File: src/rtl/prio_encoder_pkg.sv
// Shared constants and input classification for the registered priority encoder.
package prio_encoder_pkg;

  localparam int MODE_FIXED = 0;
  localparam int MODE_RR    = 1;

  typedef enum logic [1:0] {
    CLS_ZERO  = 2'd0,
    CLS_ONE   = 2'd1,
    CLS_MULTI = 2'd2
  } vec_class_e;

  // Request vectors are zero-extended to 64 bits; v & (v-1) clears the lowest set bit.
  function automatic vec_class_e classify(input logic [63:0] v);
    if (v == 64'd0)
      return CLS_ZERO;
    else if ((v & (v - 64'd1)) == 64'd0)
      return CLS_ONE;
    else
      return CLS_MULTI;
  endfunction

endpackage

File: src/rtl/prio_pick.sv
// Combinational masked priority search: lowest set bit at or above start, wrapping to the
// lowest set bit overall when nothing at or above start is set.
module prio_pick
  import prio_encoder_pkg::*;
#(
  parameter int N    = 8,
  parameter int W    = $clog2(N),
  parameter int MODE = MODE_FIXED
) (
  input  logic [N-1:0] req,
  input  logic [W-1:0] start,
  output logic [W-1:0] idx,
  output logic         found
);

  logic [W-1:0]   start_eff;
  logic [N-1:0]   hi_mask;
  logic [2*N-1:0] dbl;
  logic [W:0]     pos;

  assign start_eff = (MODE == MODE_RR) ? start : '0;
  assign hi_mask   = {N{1'b1}} << start_eff;

  // Lower half holds only bits at/above start; upper half is the full vector,
  // so the lowest set bit of dbl is the wrapped round-robin winner.
  assign dbl = {req, req & hi_mask};

  always_comb begin
    pos = '0;
    for (int i = 2*N-1; i >= 0; i--) begin
      if (dbl[i]) pos = (W+1)'(i);
    end
  end

  assign idx   = (pos >= (W+1)'(N)) ? W'(pos - (W+1)'(N)) : W'(pos);
  assign found = |req;

endmodule

File: src/rtl/prio_encoder_rr.sv
// Registered N-bit priority / round-robin encoder with valid/ready on both sides,
// zero and multi-hot flags, and a saturating count of non-one-hot inputs.
module prio_encoder_rr
  import prio_encoder_pkg::*;
#(
  parameter int N     = 8,
  parameter int W     = $clog2(N),
  parameter int MODE  = MODE_FIXED,
  parameter int CNT_W = 8
) (
  input  logic             clk,
  input  logic             rst_n,
  input  logic             in_valid,
  output logic             in_ready,
  input  logic [N-1:0]     in_req,
  output logic             out_valid,
  input  logic             out_ready,
  output logic [W-1:0]     out_idx,
  output logic             out_none,
  output logic             out_multi,
  output logic [CNT_W-1:0] err_cnt,
  input  logic             err_clr
);

  localparam logic [W-1:0]     LAST_IDX = W'(N - 1);
  localparam logic [CNT_W-1:0] CNT_MAX  = '1;

  logic [W-1:0] rr_ptr;
  logic [W-1:0] pick_idx;
  logic         pick_found;
  logic         accept;
  vec_class_e   cls;

  assign in_ready = !out_valid || out_ready;
  assign accept   = in_valid && in_ready;
  assign cls      = classify(64'(in_req));

  prio_pick #(
    .N    (N),
    .W    (W),
    .MODE (MODE)
  ) u_pick (
    .req   (in_req),
    .start (rr_ptr),
    .idx   (pick_idx),
    .found (pick_found)
  );

  always_ff @(posedge clk) begin
    if (!rst_n) begin
      out_valid <= 1'b0;
      out_idx   <= '0;
      out_none  <= 1'b0;
      out_multi <= 1'b0;
      rr_ptr    <= '0;
    end else if (accept) begin
      out_valid <= 1'b1;
      out_idx   <= pick_found ? pick_idx : '0;
      out_none  <= (cls == CLS_ZERO);
      out_multi <= (cls == CLS_MULTI);
      // The pointer only moves on a real grant; a zero vector leaves it parked.
      if (MODE == MODE_RR && pick_found)
        rr_ptr <= (pick_idx == LAST_IDX) ? '0 : pick_idx + W'(1);
    end else if (out_valid && out_ready) begin
      out_valid <= 1'b0;
    end
  end

  always_ff @(posedge clk) begin
    if (!rst_n)
      err_cnt <= '0;
    else if (err_clr)
      err_cnt <= '0;
    else if (accept && cls != CLS_ONE && err_cnt != CNT_MAX)
      err_cnt <= err_cnt + CNT_W'(1);
  end

endmodule

File: config.mk
export PLATFORM = sky130hd
export DESIGN_NAME = prio_encoder_rr
export DESIGN_NICKNAME = d
export VERILOG_FILES = /design/src/rtl/prio_encoder_pkg.sv /design/src/rtl/prio_pick.sv /design/src/rtl/prio_encoder_rr.sv
export SDC_FILE = /design/constraint.sdc
export NUM_CORES = 1
export LEC_CHECK = 0
export BUFFER_PORTS_ARGS = -buffer_cell sky130_fd_sc_hd__buf_2
export CAP_MARGIN = 20
export CORE_ASPECT_RATIO = 0.9
export CORE_MARGIN = 4
export CORE_UTILIZATION = 25
export CTS_CLUSTER_DIAMETER = 200
export DETAILED_ROUTE_END_ITERATION = 12
export PLACE_DENSITY = 0.42
export SKIP_CTS_REPAIR_TIMING = 1
export SLEW_MARGIN = 40
export SYNTH_ARGS = -nofsm -noshare
export SYNTH_HDL_FRONTEND = slang
export SYNTH_HIERARCHICAL = 1
export SYNTH_SLANG_ARGS = --single-unit
File: constraint.sdc
create_clock -name clk -period 3.3 [get_ports clk]
set_clock_uncertainty 0.05 [all_clocks]
set_input_delay 0.66 -clock clk [delete_from_list [all_inputs] [get_ports clk]]
set_output_delay 0.66 -clock clk [all_outputs]
set_load 0.02 [all_outputs]
# Word level (Yosys, flattened, before mapping)
# Cells that the tools add are included.
classes:
  reduce_logical: 12
  add_sub_neg: 3
  n_bitwise: 2
  n_mux: 14
  magnitude_cmp: 1
  n_eq_ne: 3
op_table:
  columns: ["cell", "count"]
  rows:
  - ["8-bit by 64-bit AND with 64-bit output", 1]
  - ["64-bit logical NOT", 1]
  - ["3-bit 2-to-1 mux", 10]
  - ["8-bit by 1-bit subtractor with 9-bit output (second input constant)", 1]
  - ["8-bit by 1-bit adder with 8-bit output (second input constant)", 1]
  - ["8-bit logical NOT", 1]
  - ["8-bit inequality test (second input constant)", 1]
  - ["8-bit OR reduction", 1]
  - ["3-bit by 4-bit >= comparator with 1-bit output (second input constant)", 1]
  - ["1-bit logical AND", 4]
  - ["2-bit 2-to-1 mux", 2]
  - ["3-bit by 1-bit subtractor with 3-bit output (second input constant)", 1]
  - ["2-bit == test (second input constant)", 1]
  - ["2-bit logical NOT", 1]
  - ["1-bit 2-to-1 mux", 2]
  - ["2-bit by 1-bit inequality test with 1-bit output (second input constant)", 1]
  - ["2-bit nonzero test", 1]
  - ["2-bit OR reduction", 1]
  - ["1-bit logical NOT", 1]
  - ["1-bit logical OR", 1]
  - ["1-bit inverter", 1]
totals:
  regBits: 14
  output_inout_bits: 15
  word_cells: 40

# Depth between registers and ports, before layout
# Gate-level depths: netlist of run 1.
depth:
  ltp_word: 11
  mapped_depth: 6

# Hierarchy
# Netlist of run 1, hierarchy kept.
by_module_without_submodules:
  columns: ["module", "seq_area_each_um2", "area_each_um2", "cells_each", "n_inst"]
  rows:
  - ["prio_encoder_rr", 280.3, 815.8, 98, 1]
  - ["prio_pick", 0.0, 81.3, 13, 1]

# Least setup slack after synthesis of run 1
# No wires, ideal clock.
synth_path:
  path_kind: "input to register"
  start: "input in_req[0]"
  end: "register err_cnt[5]"
  arrival_ps: 2374
  t_required_ps: 3132
  path_slack_ps: 758
  setup_time_ps: 118
  cell_stages: 5
  cell_sequence: "or4_4 > nor3b_1 > o311a_4 > or4_4 > mux2i_1"
synth_between:
  elab_chain_len: 8
  word_cells_on_any_way: 9
synth_lines:
  columns: ["item", "line", "rtl"]
  rows:
  - ["start: declaration", "prio_encoder_rr.sv:15", "input logic [N-1:0] in_req,"]
  - ["8-bit by 1-bit subtractor with 9-bit output", "prio_encoder_pkg.sv:17", "else if ((v & (v - 64'd1)) == 64'd0)"]
  - ["8-bit by 64-bit AND with 64-bit output", "prio_encoder_pkg.sv:17", null]
  - ["64-bit logical NOT", "prio_encoder_pkg.sv:17", null]
  - ["2-bit 2-to-1 mux", "prio_encoder_pkg.sv:17", null]
  - ["2-bit 2-to-1 mux (*)", "prio_encoder_pkg.sv:15", "if (v == 64'd0)"]
  - ["2-bit by 1-bit inequality test with 1-bit output (*)", "prio_encoder_rr.sv:74", "else if (accept && cls != CLS_ONE && err_cnt != CNT_MAX)"]
  - ["1-bit logical AND (*) (2 in a row)", "prio_encoder_rr.sv:74", null]
  - ["end signal: assignment", "prio_encoder_rr.sv:75", "err_cnt <= err_cnt + CNT_W'(1);"]
  - ["end: declaration", "prio_encoder_rr.sv:21", "output logic [CNT_W-1:0] err_cnt,"]
# Mark *: on every way between the ends. The rest lies on a longest branch, timed or not.
# A chain may end at the register's enable or synchronous reset.

# Worst setup path after layout of run 1
# Ends and elaborated chain as after synthesis.

==> flow_summary.ini, run 1 <==
[timing]
fin_ws_ns = 0.7370
period_needed_ns = 2.563
setup_viol = 0
max_freq_mhz = 390.2
tightest_slew_ns = 0.4919
hold_violations = 0
whs_ns = 0.4042
rsz0062_at_grt = no
slew_headroom_pct = 67.14
timing.final.crit_share_pct = 77.67
drv_slew = 0
fin_setup_tns_ns = 0

[placement]
postPlaceCellArea_um2 = 1082
place_ws_ns = 0.4807
gp_congestion = 0.7133
port_buffers = 27
hpwl_um = 1807

[hold_path]
worstHoldStart = out_idx[1]
hold_class = reg2reg
hold_end = out_idx[1]
worstHoldPathCells = 2

[detailed_routing]
ant_nets = 0
totalWireLength_um = 2257
vias = 925
vias_per_cell = 5.055
post-route-drc-count = 0
first_pass_iters = 5
wire_per_inst_um = 12.33
dr.first_iter.drc_count = 22

[grt]
grt_pass1_wl_um = 3981
grt_max_degree = 15
grt.total_usage_pct = 10.43
grt_pass1_vias = 904
overflow = 0
grt_antenna_before_repair = 0

[worst_setup_path]
critPathKind = in2reg
r2r-end = err_cnt[5]
worst_setup_path_end_kind = flop
r2r-start = err_cnt[0]
cp.required_ns = 3.38
cp_max_fo = 14
cp_data_arrival_time_ns = 2.64
cp-start-kind = input pin
rrSetupSlack_ns = 1.17
r2r_cells = 7

[die]
fp.dieW_um = 71.01
core-area_um2 = 3403
core.rowCount = 20
die_h_um = 64.71
pin_count = 28
initial_utilization_pct = 26.25
die-area_um2 = 4595

[final_layout]
multi_input_area_um2 = 593.1
final_cell_mix = 27 x buf_2, 14 x nand2_1, 14 x dfxtp_1
final_core_util_pct = 33.01
fillers = 382
seqCellArea_um2 = 280.3
postLayoutCellArea_um2 = 1124
finalNetCount = 155
final_common_cell = buf_2
n_antenna_cell = 0
area_growth_pct = 25.77
drive_gt1_share_pct = 25.18

[pwr]
leakage_nw = 0.4750
intPower_mw = 0.2780
combPwrFrac_pct = 16.8
p_sw_mw = 0.09501
peakVddDrop_uv = 160.9
p_sw_share_pct = 25.47
p_clk_share_pct = 36.0
p_per_area_nw_per_um2 = 332.0
share_seq_of_total_power_pct = 47.3

[clock_tree]
cts_made_buffers = 3
htree_levels = 1
clk_pin_slew_worst_paths_ns = 0.05
cts-root-buf = clkbuf_8
cts_tree = built
cts.path.max_buffers = 2
numClockSinks = 14
clock_latency_ns = 0.24

[status]
status = completed

[logic_synthesis]
synth_nets = 124
ys_warn_count = 6
synthCells = 110
avgSynthCellArea_um2 = 8.121
syn_area_um2 = 893.4

[run]
cap_violations = 0
## sequential cells by signal, indices dropped and copies added (netlist names)
register	flops
err_cnt	8
out_idx	3
out_multi	1
out_none	1
out_valid	1
## layer usage
metal  wire length, um  GRT usage [%]  share of wire (%)
met3               132          3.721                5.8
met1              1123          13.17                 50
met5                 0              0                  0
met4                21          1.408               0.93
met2               979          17.48                 43
## power groups by stage
stage / logic [mW] / clock network, mW / registers [mW]
floorplan: 0.0289 / 0 / 0.185
global placement: 0.0615 / 0 / 0.180
detailed placement: 0.0629 / 0 / 0.180
CTS: 0.0632 / 0.142 / 0.176
global route: 0.0713 / 0.146 / 0.177
finish: 0.0625 / 0.134 / 0.176
## worst max-delay path by stage
stage | start | to | slack, ns
5_1_grt | in_req[0] | err_cnt[5] | 0.69
6_report | in_req[0] | err_cnt[5] | 0.74
2_1_floorplan | in_req[0] | err_cnt[5] | 0.76
4_1_cts | in_req[0] | err_cnt[5] | 0.74
3_3_place_gp | in_req[0] | err_cnt[5] | 0.51
3_5_place_dp | in_req[0] | err_cnt[5] | 0.48
## per-stage QoR
| step | std cells | total power [mW] |
|---|---|---|
| after floorplan | 110 | 0.2139 |
| after global placement | 180 | 0.2415 |
| after detailed placement | 180 | 0.2428 |
| after CTS | 183 | 0.3815 |
| after global routing | 183 | 0.3943 |
| final | 183 | 0.3730 |
## cell type report
class,count,area share [%]
Inverter,3,1.002
Clock buffer,3,3.675
Tap cell,44,4.900
Multi-Input combinational cell,91,52.78
Timing Repair Buffer,28,12.69
Sequential cell,14,24.94
## critical path, stage by stage
cell	delay, ns
buf_2	0.13
or4_4	0.57
nor3b_1	0.18
o311a_4	0.42
or4_4	0.55
mux2i_1	0.13
Note: power is estimated with default switching activity, not from simulation.
==> inputs of run 2 (changes only) <==
ABC_AREA = 1   (was unset)
clock period = 2.5 ns   (was 3.3 ns; I/O delays follow)
==> flow_summary.ini, run 2 <==
[worst_setup_path]
cpMaxStageDelayCell = dfxtp_1
cp.required_ns = 2.63
critPathKind = reg2reg
cp_max_fo = 9
path_cells = ha_1, nand4_1, nor3_1, nor2_2, nand2_4, inv_1, nor2_1, nor2_1
slowest_delay_ns = 0.35
cp_data_arrival_time_ns = 1.75
crit_top_cell = nor2_1
worst_setup_path_end_kind = flop
rrSetupSlack_ns = 0.89
cp-start-kind = flop

[logic_synthesis]
avgSynthCellArea_um2 = 6.503
syn_area_um2 = 890.9
synth_nets = 151
ys_warn_count = 6
synthCells = 137

[timing]
drv_slew = 0
max_freq_mhz = 619.5
hold_violations = 0
setup_viol = 0
rsz0062_at_grt = no
timing.final.crit_share_pct = 64.57
period_needed_ns = 1.614
slew_headroom_pct = 71.28
fin_setup_tns_ns = 0
tightest_slew_ns = 0.4304

[placement]
port_buffers = 27
hpwl_um = 1704
dpl.cell_count = 208
gp_congestion = 0.8110

[pwr]
p_sw_mw = 0.1393
leakage_nw = 0.5467
intPower_mw = 0.3670
p_per_area_nw_per_um2 = 451.1
p_total_mw = 0.5063
share_seq_of_total_power_pct = 46.2
p_sw_share_pct = 27.52
peakVddDrop_uv = 270.5
combPwrFrac_pct = 17.7
p_clk_share_pct = 36.1

[detailed_routing]
ant_nets = 0
post-route-drc-count = 0
totalWireLength_um = 2132
first_pass_iters = 5
dr.first_iter.drc_count = 40
wire_per_inst_um = 10.10
vias_per_cell = 4.246
vias = 896

[clock_tree]
numClockSinks = 14
clock_latency_ns = 0.24
cts-root-buf = clkbuf_8
cts.path.max_buffers = 2
clk_pin_slew_worst_paths_ns = 0.06
htree_levels = 1
cts_tree = built
cts_made_buffers = 3

[final_layout]
n_antenna_cell = 0
largest_reg_flops = 8
drive_gt1_share_pct = 23.35
reg.largest.list = err_cnt x8, out_idx x3
fillers = 394
final_cell_mix = 36 x nand2_1, 27 x buf_2, 21 x inv_1
area_growth_pct = 25.98
regMostFlops = err_cnt
fin_cells = 211
seqCellArea_um2 = 280.3
finalNetCount = 183
multi_input_area_um2 = 531.8
final_common_cell = nand2_1

[die]
pin_count = 28
die_h_um = 64.63
initial_utilization_pct = 26.18
fp.dieW_um = 70.93
core.rowCount = 20
die-area_um2 = 4584
core-area_um2 = 3403

[run]
cap_violations = 0

[grt]
grt_pass1_wl_um = 3746
grt_pass1_vias = 835
overflow = 0
grt_max_degree = 10
grt.total_usage_pct = 10.04
grt_antenna_before_repair = 0

[hold_path]
hold_class = reg2reg

[status]
status = completed
==> run 2: power by group through the flow <==
| stage | sequential [mW] | combinational (mW) | clock (mW) |
|---|---|---|---|
| after floorplan | 0.247 | 0.0488 | 0 |
| after global placement | 0.239 | 0.0899 | 0 |
| after detailed placement | 0.239 | 0.0899 | 0 |
| after CTS | 0.234 | 0.0904 | 0.193 |
| after global routing | 0.235 | 0.101 | 0.208 |
| final | 0.234 | 0.0897 | 0.183 |
==> run 2: critical path: cells and delay by family (launching register included) <==
| kind | cells | cell delay (ns) |
|---|---|---|
| buffers and inverters | 1 | 0.09 |
| adder cells (fa/ha/maj) | 1 | 0.25 |
| flip-flops | 1 | 0.35 |
| AND/OR/NAND/NOR | 6 | 0.82 |
==> run 2: final cells by class <==
class,instances,area share (%)
clock buffer,3,3.679
inverter,21,7.023
multi-input combinational,102,47.38
sequential,14,24.97
tap,44,4.905
timing repair buffer,27,12.04
==> run 2: worst paths after layout <==
| kind | start | to | depth (start not counted) |
|---|---|---|---|
| max | err_cnt[0] | err_cnt[1] | 8 |
| min | out_idx[2] | out_idx[2] | 2 |
| max reg2reg | err_cnt[0] | err_cnt[1] | 8 |
| min reg2reg | out_idx[2] | out_idx[2] | 2 |
==> run 2: layer usage <==
layer | part of all wire (%) | GRT usage [%]
met5 | 0 | 0
met3 | 6.5 | 4.341
met2 | 39 | 13.77
met1 | 53 | 14.37
met4 | 0.89 | 2.113
==> run 2: stage by stage <==
step                      hold slack (ns)  cell area (um^2)  worst slack [ns]  utilization, %
after CTS                          0.4141              1122            0.8758           32.98
after detailed placement           0.4049              1081            0.6944           31.76
after floorplan                    0.4950             890.9            0.8720               -
after global placement             0.4031              1081            0.7236           31.76
final                              0.4145              1122            0.8858           32.98
after global routing               0.4338              1122            0.6745           32.98
==> inputs of run 3 (changes only) <==
PLACE_DENSITY = 0.44   (was 0.42)
clock period = 1.3 ns   (was 2.5 ns; I/O delays follow)
==> flow_summary.ini, run 3 (same netlist as run 2, synthesis figures left out) <==
[clock_tree]
cts.path.max_buffers = 2
htree_levels = 1
cts_tree = built
cts_made_buffers = 3
cts-root-buf = clkbuf_8
clk_pin_slew_worst_paths_ns = 0.06
clock_latency_ns = 0.24
numClockSinks = 14

[run]
cap_violations = 0

[grt]
use_met3_pct = 3.721
grt_util_met1_pct = 14.19
grt_max_degree = 10
grt_pass1_wl_um = 4133
grt_antenna_before_repair = 0
grtUsageMet2_pct = 18.40
gr-max-usage-layer = met2
overflow = 0
grt.total_usage_pct = 11.05
grt_pass1_vias = 960

[worst_setup_path]
cp_max_fo = 7
cp.required_ns = 1.42
cp-start-kind = flop
worst_setup_path_end_kind = flop
cp_data_arrival_time_ns = 1.53
critPathKind = reg2reg

[detailed_routing]
vias = 1006
ant_nets = 0
first_pass_iters = 6
totalWireLength_um = 2527
post-route-drc-count = 0
dr.first_iter.drc_count = 21
wire_per_inst_um = 10.89
vias_per_cell = 4.336

[timing]
fin_ws_ns = -0.1134
drv_slew = 0
max_freq_mhz = 707.5
fin_setup_tns_ns = -0.6394
whs_ns = 0.2203
setup_viol = 8
period_needed_ns = 1.413
hold_violations = 0
timing.final.crit_share_pct = 108.7
slew_headroom_pct = 84.14
rsz0062_at_grt = yes
tightest_slew_ns = 0.2376

[placement]
dpl.cell_count = 225
postPlaceCellArea_um2 = 1251
hpwl_um = 2007
gp_congestion = 0.8869
port_buffers = 27

[final_layout]
seqCellArea_um2 = 297.8
largest_reg_flops = 8
drive_gt1_share_pct = 39.89
multi_input_area_um2 = 576.8
fin_cells = 232
n_antenna_cell = 0
final_cell_mix = 35 x nand2_1, 26 x buf_2, 20 x inv_1
area_growth_pct = 52.53
reg.largest.list = err_cnt x8, out_idx x3
finalNetCount = 203
regMostFlops = err_cnt
postLayoutCellArea_um2 = 1359
fillers = 373
final_common_cell = nand2_1

[pwr]
peakVddDrop_uv = 474.5
p_total_mw = 1.089
leakage_nw = 0.6577
p_per_area_nw_per_um2 = 801.8

[status]
status = complete, but fails checks
violations = setup timing

[die]
initial_utilization_pct = 26.18
fp.dieW_um = 70.93
die_h_um = 64.63
core-area_um2 = 3403
die-area_um2 = 4584
core.rowCount = 20
pin_count = 28

[hold_path]
hold_class = in2reg
==> run 3: cell type report <==
cell class                 count  area share [%]
inverter                      21           5.801
sequential                    14           21.92
clock buffer                   4           4.052
tap                           44           4.052
multi-input combinational    102           42.45
timing repair buffer          47           21.73
==> run 3: routing by layer <==
metal | wire length [um] | vias to the layer above
li1 | - | 539
met2 | 1161 | 21
met5 | 0 | -
met1 | 1203 | 444
met4 | 13 | 0
met3 | 148 | 2
==> run 3: final timing paths <==
| check | from | to | slack, ns | cells after the start |
|---|---|---|---|---|
| hold reg to reg | out_idx[0] | out_idx[0] | 0.41 | 2 |
| setup / recovery | err_cnt[0] | err_cnt[3] | -0.11 | 7 |
| setup reg to reg | err_cnt[0] | err_cnt[3] | -0.11 | 7 |
| hold / removal | rst_n | out_none | 0.22 | 3 |
==> run 3: report_power, final <==
group | internal, mW | switching (mW)
Sequential | 0.436 | 0.00753
Clock | 0.268 | 0.162
Combinational | 0.0896 | 0.127
==> run 3: critical path, stage by stage (launching register included) <==
cell	delay, ns
dfxtp_4	0.35
ha_4	0.16
nand4_1	0.12
nor3_2	0.07
nor2_4	0.19
buf_4	0.16
nand3_1	0.08
a21oi_1	0.16
==> run 3: metrics by stage <==
step / setup WS [ns] / utilization (%)
2_1_floorplan: -0.09273 / -
3_3_place_gp: -0.2359 / 36.76
3_5_place_dp: -0.3000 / 36.76
4_1_cts: -0.1884 / 38.38
5_1_grt: -0.2061 / 39.93
6_report: -0.1134 / 39.93
